===== config.mk =====
export PLATFORM = sky130hd
export DESIGN_NAME = bounce_emulator_flat
export DESIGN_NICKNAME = d
export VERILOG_FILES = /design/src/rtl/bounce_emulator_if.sv /design/src/rtl/bounce_emulator.sv /design/src/flat_wrapper.sv
export SDC_FILE = /design/constraint.sdc
export NUM_CORES = 1
export LEC_CHECK = 0
export ABC_AREA = 1
export BUFFER_PORTS_ARGS = -buffer_cell sky130_fd_sc_hd__buf_2
export CORE_UTILIZATION = 57
export CTS_CLUSTER_DIAMETER = 50
export DETAILED_ROUTE_END_ITERATION = 8
export PLACE_DENSITY = 0.82
export SETUP_SLACK_MARGIN = 0.1
export SYNTH_ARGS = -nofsm -noshare
export SYNTH_HDL_FRONTEND = slang
export SYNTH_SLANG_ARGS = --single-unit

===== constraint.sdc =====
create_clock -name clk -period 1.8 [get_ports clk]
set_input_delay 0.18 -clock clk [delete_from_list [all_inputs] [get_ports clk]]
set_output_delay 0.18 -clock clk [all_outputs]
set_load 0.05 [all_outputs]

===== src/rtl/bounce_emulator_if.sv =====
// Request/response bundle for bounce_emulator: requester drives req_*,
// the emulator returns handshake status and the emulated button pin.
interface bounce_emulator_if;
    logic req_valid;
    logic req_level;
    logic req_ready;
    logic pulsador_o;
    logic busy;
    logic done;

    modport master (
        output req_valid, req_level,
        input  req_ready, pulsador_o, busy, done
    );

    modport slave (
        input  req_valid, req_level,
        output req_ready, pulsador_o, busy, done
    );
endinterface


===== src/rtl/bounce_emulator.sv =====
// Pushbutton emulator: on request drives a bouncy burst that settles to the requested level.
// Define BOUNCE_FIXED_EN for fixed GLITCH_MIN_CYC phases (no LFSR); default uses LFSR phase lengths.
module bounce_emulator #(
    parameter int unsigned CLK_FREQ_HZ    = 27_000_000,
    parameter int unsigned BOUNCE_COUNT   = 6,
    parameter int unsigned GLITCH_MIN_CYC = 2700,
    parameter logic [15:0] GLITCH_MASK    = 16'h1FFF,
    parameter int unsigned SETTLE_CYC     = 54000,
    parameter logic [15:0] LFSR_SEED      = 16'hACE1
) (
    input logic clk,
    input logic rst,
    bounce_emulator_if.slave bus
);

    localparam int unsigned PHASE_MAX = GLITCH_MIN_CYC + 32'(GLITCH_MASK);
    localparam int unsigned CYC_MAX   = (PHASE_MAX > SETTLE_CYC) ? PHASE_MAX : SETTLE_CYC;
    localparam int unsigned CNT_W     = $clog2(CYC_MAX) + 1;
    localparam int unsigned K_W       = $clog2(BOUNCE_COUNT + 1) + 1;

    localparam logic [CNT_W-1:0] SETTLE_LOAD = CNT_W'(SETTLE_CYC - 1);
    localparam logic [CNT_W-1:0] MIN_LOAD    = CNT_W'(GLITCH_MIN_CYC - 1);
    localparam logic [K_W-1:0]   LAST_K      = K_W'(BOUNCE_COUNT - 1);

    if (GLITCH_MIN_CYC < 1 || SETTLE_CYC < 1 || LFSR_SEED == 16'h0 || CLK_FREQ_HZ == 0) begin : g_bad_params
        $error("bounce_emulator: invalid parameter set");
    end

    typedef enum logic [1:0] {IDLE, BOUNCE, SETTLE} state_t;

    state_t           state;
    logic             pin;
    logic             target;
    logic             ready;
    logic             active;
    logic             fin;
    logic [CNT_W-1:0] cnt;
    logic [K_W-1:0]   k;
    logic [CNT_W-1:0] phase_load;

`ifdef BOUNCE_FIXED_EN
    assign phase_load = MIN_LOAD;
`else
    logic [15:0] lfsr;

    // Galois form, taps x^16+x^14+x^13+x^11+1, shifting right
    function automatic logic [15:0] lfsr_next(input logic [15:0] s);
        return s[0] ? ((s >> 1) ^ 16'hB400) : (s >> 1);
    endfunction

    assign phase_load = MIN_LOAD + CNT_W'(lfsr & GLITCH_MASK);
`endif

    always_ff @(posedge clk or negedge rst) begin
        if (!rst) begin
            state  <= IDLE;
            pin    <= 1'b0;
            target <= 1'b0;
            ready  <= 1'b1;
            active <= 1'b0;
            fin    <= 1'b0;
            cnt    <= '0;
            k      <= '0;
`ifndef BOUNCE_FIXED_EN
            lfsr   <= LFSR_SEED;
`endif
        end else begin
            fin <= 1'b0;
            case (state)
                IDLE: begin
                    if (bus.req_valid && ready) begin
                        target <= bus.req_level;
                        ready  <= 1'b0;
                        active <= 1'b1;
                        pin    <= bus.req_level;
                        if (BOUNCE_COUNT != 0 && bus.req_level != pin) begin
                            state <= BOUNCE;
                            cnt   <= phase_load;
                            k     <= '0;
`ifndef BOUNCE_FIXED_EN
                            lfsr  <= lfsr_next(lfsr);
`endif
                        end else begin
                            state <= SETTLE;
                            cnt   <= SETTLE_LOAD;
                        end
                    end
                end
                BOUNCE: begin
                    if (cnt != '0) begin
                        cnt <= cnt - CNT_W'(1);
                    end else if (k == LAST_K) begin
                        state <= SETTLE;
                        pin   <= target;
                        cnt   <= SETTLE_LOAD;
                    end else begin
                        // Alternating phases: even k drives target, odd k its complement
                        k   <= k + K_W'(1);
                        pin <= ~pin;
                        cnt <= phase_load;
`ifndef BOUNCE_FIXED_EN
                        lfsr <= lfsr_next(lfsr);
`endif
                    end
                end
                SETTLE: begin
                    if (cnt != '0) begin
                        cnt <= cnt - CNT_W'(1);
                    end else begin
                        state  <= IDLE;
                        fin    <= 1'b1;
                        active <= 1'b0;
                        ready  <= 1'b1;
                    end
                end
                default: state <= IDLE;
            endcase
        end
    end

    assign bus.req_ready  = ready;
    assign bus.pulsador_o = pin;
    assign bus.busy       = active;
    assign bus.done       = fin;

endmodule


===== src/flat_wrapper.sv =====
// flat-port wrapper written by rule: the top's interface ports become plain ports
module bounce_emulator_flat 
#(
    parameter int unsigned CLK_FREQ_HZ    = 27_000_000,
    parameter int unsigned BOUNCE_COUNT   = 6,
    parameter int unsigned GLITCH_MIN_CYC = 2700,
    parameter logic [15:0] GLITCH_MASK    = 16'h1FFF,
    parameter int unsigned SETTLE_CYC     = 54000,
    parameter logic [15:0] LFSR_SEED      = 16'hACE1
)
  (clk, rst, bus_req_valid, bus_req_level, bus_req_ready, bus_pulsador_o, bus_busy, bus_done);
  bounce_emulator_if bus_i ();
  input logic clk;
  input logic rst;
  input wire logic [$bits(bus_i.req_valid)-1:0] bus_req_valid;
  input wire logic [$bits(bus_i.req_level)-1:0] bus_req_level;
  output wire logic [$bits(bus_i.req_ready)-1:0] bus_req_ready;
  output wire logic [$bits(bus_i.pulsador_o)-1:0] bus_pulsador_o;
  output wire logic [$bits(bus_i.busy)-1:0] bus_busy;
  output wire logic [$bits(bus_i.done)-1:0] bus_done;
  assign bus_i.req_valid = bus_req_valid;
  assign bus_i.req_level = bus_req_level;
  assign bus_req_ready = bus_i.req_ready;
  assign bus_pulsador_o = bus_i.pulsador_o;
  assign bus_busy = bus_i.busy;
  assign bus_done = bus_i.done;
  bounce_emulator #(.CLK_FREQ_HZ(CLK_FREQ_HZ), .BOUNCE_COUNT(BOUNCE_COUNT), .GLITCH_MIN_CYC(GLITCH_MIN_CYC), .GLITCH_MASK(GLITCH_MASK), .SETTLE_CYC(SETTLE_CYC), .LFSR_SEED(LFSR_SEED)) u_core (.clk(clk), .rst(rst), .bus(bus_i));
endmodule

==> flow_summary.ini <==
[placement]
pre_cts_slack_ps = 1.30
port_buffers = 7
place.gp.congestion = 0.978
hpwlAfterDp_um = 6340

[timing]
holdWs_ps = 142
finalSetupViolCount = 40
relSlewSlack = 0.787
tightest_slew_ps = 319
skew_ps = 3.47
maxSlewViolCount = 0
final-hold-violation-count = 0
finalCritPeriodShare = 1.08
rsz0062_at_grt = yes
period_needed_ps = 1950
fmax_ghz = 0.512
worst_slack_ps = -152

[final_layout]
seqCellArea_sq_mm = 0.00111
antennaDiodeCount = 0
syn2layout_area_growth_pct = 25.2
nNetsFinal = 557
drive_above_1_share = 0.290
final_util = 0.749
fillers = 388
multi_input_area_sq_mm = 0.00215

[yosys]
synth.top_cell.area_share = 0.263
synth_cell_types = 36
yosysTopAreaCell = dfrtp_1
synth_fp_nets = 509
ys_seq_area_frac = 0.333
ys_top_cells_by_count = nand2_1, inv_1, nor2_1
synth_edf_count = 0
synthTopCellsByArea = dfrtp_1, nand2_1, dfstp_2, inv_1, nand3_1
syn-cell-area_sq_mm = 0.00334
post_synth.cell_area_avg_sq_um = 6.73
ys_async_sr_fraction = 1.00
synth_most_common_cell = nand2_1
synthCells = 496
synth_warnings = 0
synth-main-ff-cell = dfrtp_1
ys_ff_latch = 44

[setup_path]
crit_type = flip-flop to flip-flop
end_kind = flip-flop
start_kind = flip-flop
reg2reg_slack_ps = -150
cp.arrival_ps = 2190
r2r_cells = 13
r2r-start = u_core.cnt[1]$_DFFE_PN0P_
r2r_end = u_core.lfsr[3]$_DFFE_PN0P_
cp_max_fo = 11
worst_ep_required_time_ps = 2040

[global_route]
grtUsageTotal = 0.321
overflow = 0
grt_max_degree = 23
grt_antenna_before_repair = 0
grt_pass1_vias = 3341
grt_pass1_wl_um = 15300

[pwr]
power.density_mw_per_mm2 = 442
power_leakage_nw = 2.05
irDropWorstVdd_uv = 527

[drt]
ant_nets = 0
first_pass_iters = 5
drt_wl_total_um = 10700
wl_per_cell_um = 17.3
drt_iter0_drc = 362
drc_errors = 0
via_count = 3623
routed_via_density = 5.87

[floorplan]
initial_core_util = 0.598
design.core.area_sq_mm = 0.00557
num_io_pins = 8
die_w_um = 78.5
placementRows = 27
die_h_um = 78.5
die_area_sq_mm = 0.00616

[clock_tree]
cts_max_level = 2
cts_root_buf = clkbuf_8
cts_buffers = 5
clk_latency_ps = 310
path_clk_slew_ps = 100
tritoncts = built
clkSinkCount = 44
clockBufferDepth = 2

[run_status]
violations = setup timing
outcome = finished with violations

[hold_path]
hp-class = primary input to flip-flop
min_to = u_core.target$_DFFE_PN0P_
min-delay-start = bus_req_level
worst_hold_path.num_cells = 2

[job]
cap_violations = 0
==> cell families after synthesis <==
kind of cell / Yosys count / synth area share
flip-flops: 44 / 0.333
AO/OA/AOI/OAI: 60 / 0.111
adder cells (fa/ha/maj): 9 / 0.0338
buffers and inverters: 71 / 0.0975
AND/OR/NAND/NOR: 295 / 0.379
XOR/XNOR: 16 / 0.0420
multiplexers: 1 / 0.00338
==> sequential cells by signal, indices dropped and copies added, names as in the netlist <==
name,count
u_core.cnt,17
u_core.lfsr,16
u_core.k,4
u_core.state,2
u_core.bus.busy,1
u_core.bus.done,1
u_core.bus.pulsador_o,1
u_core.bus.req_ready,1
u_core.target,1
==> power by group <==
| part | switching, mW | total, mW | internal [mW] |
|---|---|---|---|
| combinational | 0.0249 | 0.0325 | 0.00766 |
| clock | 0.407 | 0.826 | 0.419 |
| sequential | 0 | 0.989 | 0.989 |
==> worst max-delay path: stages, from the launching register on <==
cell	delay, ps
dfrtp_1	400
inv_2	90
ha_4	160
inv_4	40
nor2_4	90
nand2_2	70
nor2_4	150
nand2_4	120
nor2_8	130
nor2_4	70
nor2_8	200
buf_12	170
nand2_1	100
o21ai_2	90
==> worst max path at each step <==
stage | from | to | slack (ps) | depth (start not counted)
after floorplan | u_core.state[0]$_DFFE_PN0P_ | u_core.cnt[16]$_DFFE_PN0P_ | 110 | 9
after global placement | u_core.cnt[0]$_DFFE_PN0P_ | u_core.cnt[12]$_DFFE_PN0P_ | 40 | 13
after detailed placement | u_core.cnt[0]$_DFFE_PN0P_ | u_core.cnt[15]$_DFFE_PN0P_ | 1 | 12
after CTS | u_core.cnt[0]$_DFFE_PN0P_ | u_core.lfsr[12]$_DFFE_PN0P_ | 50 | 13
after global routing | u_core.cnt[0]$_DFFE_PN0P_ | u_core.lfsr[3]$_DFFE_PN0P_ | -190 | 13
final | u_core.cnt[1]$_DFFE_PN0P_ | u_core.lfsr[3]$_DFFE_PN0P_ | -150 | 13
==> metal layers <==
| layer | up-vias | GRT usage | part of all wire |
|---|---|---|---|
| li1 | 1653 | - | - |
| met1 | 1681 | 0.412 | 0.39 |
| met2 | 223 | 0.532 | 0.48 |
| met3 | 66 | 0.0523 | 0.072 |
| met4 | 0 | 0.139 | 0.056 |
| met5 | - | 0 | 0 |
==> per-stage QoR <==
stage / cells / total power, mW / instance area [sq um] / TNS [ps]
after floorplan: 496 / 1.01 / 3350 / 0
after global placement: 593 / 1.04 / 3620 / 0
after detailed placement: 593 / 1.04 / 3620 / 0
after CTS: 612 / 1.84 / 3930 / 0
after global routing: 617 / 1.88 / 4180 / -5760
final: 617 / 1.85 / 4180 / -2370
==> cells in the final DEF, fill, tap and decap left out, drive strengths merged, types with 2 or more instances in the layout <==
master  count
xnor2       3
inv        57
xor2       13
dfstp       9
nand3b      4
nor2       52
nor3        3
o22ai       3
nand4       4
a21oi      21
nand2     191
buf        53
o21ai      32
nand3      39
clkinv      2
or2         2
a31oi       2
ha          9
dfrtp      35
clkbuf      6
==> cell type report <==
class                      count  share of cell area
timing repair buffer          55               0.115
clock inverter                 3              0.0114
sequential                    44               0.266
inverter                      57              0.0536
tap                           72              0.0216
clock buffer                   5              0.0165
multi-input combinational    381               0.516
==> repair_timing <==
item / in CTS / in global routing
cloned: 0 / 1
endpoints found under the setup margin: 38 / 42
hold endpoints to repair: 11 / 0
hold buffers: 1 / 0
resized for setup: 31 / 50
setup buffers: 10 / 4
pin swaps: 6 / 15
Power figures use the tool's default switching activity.
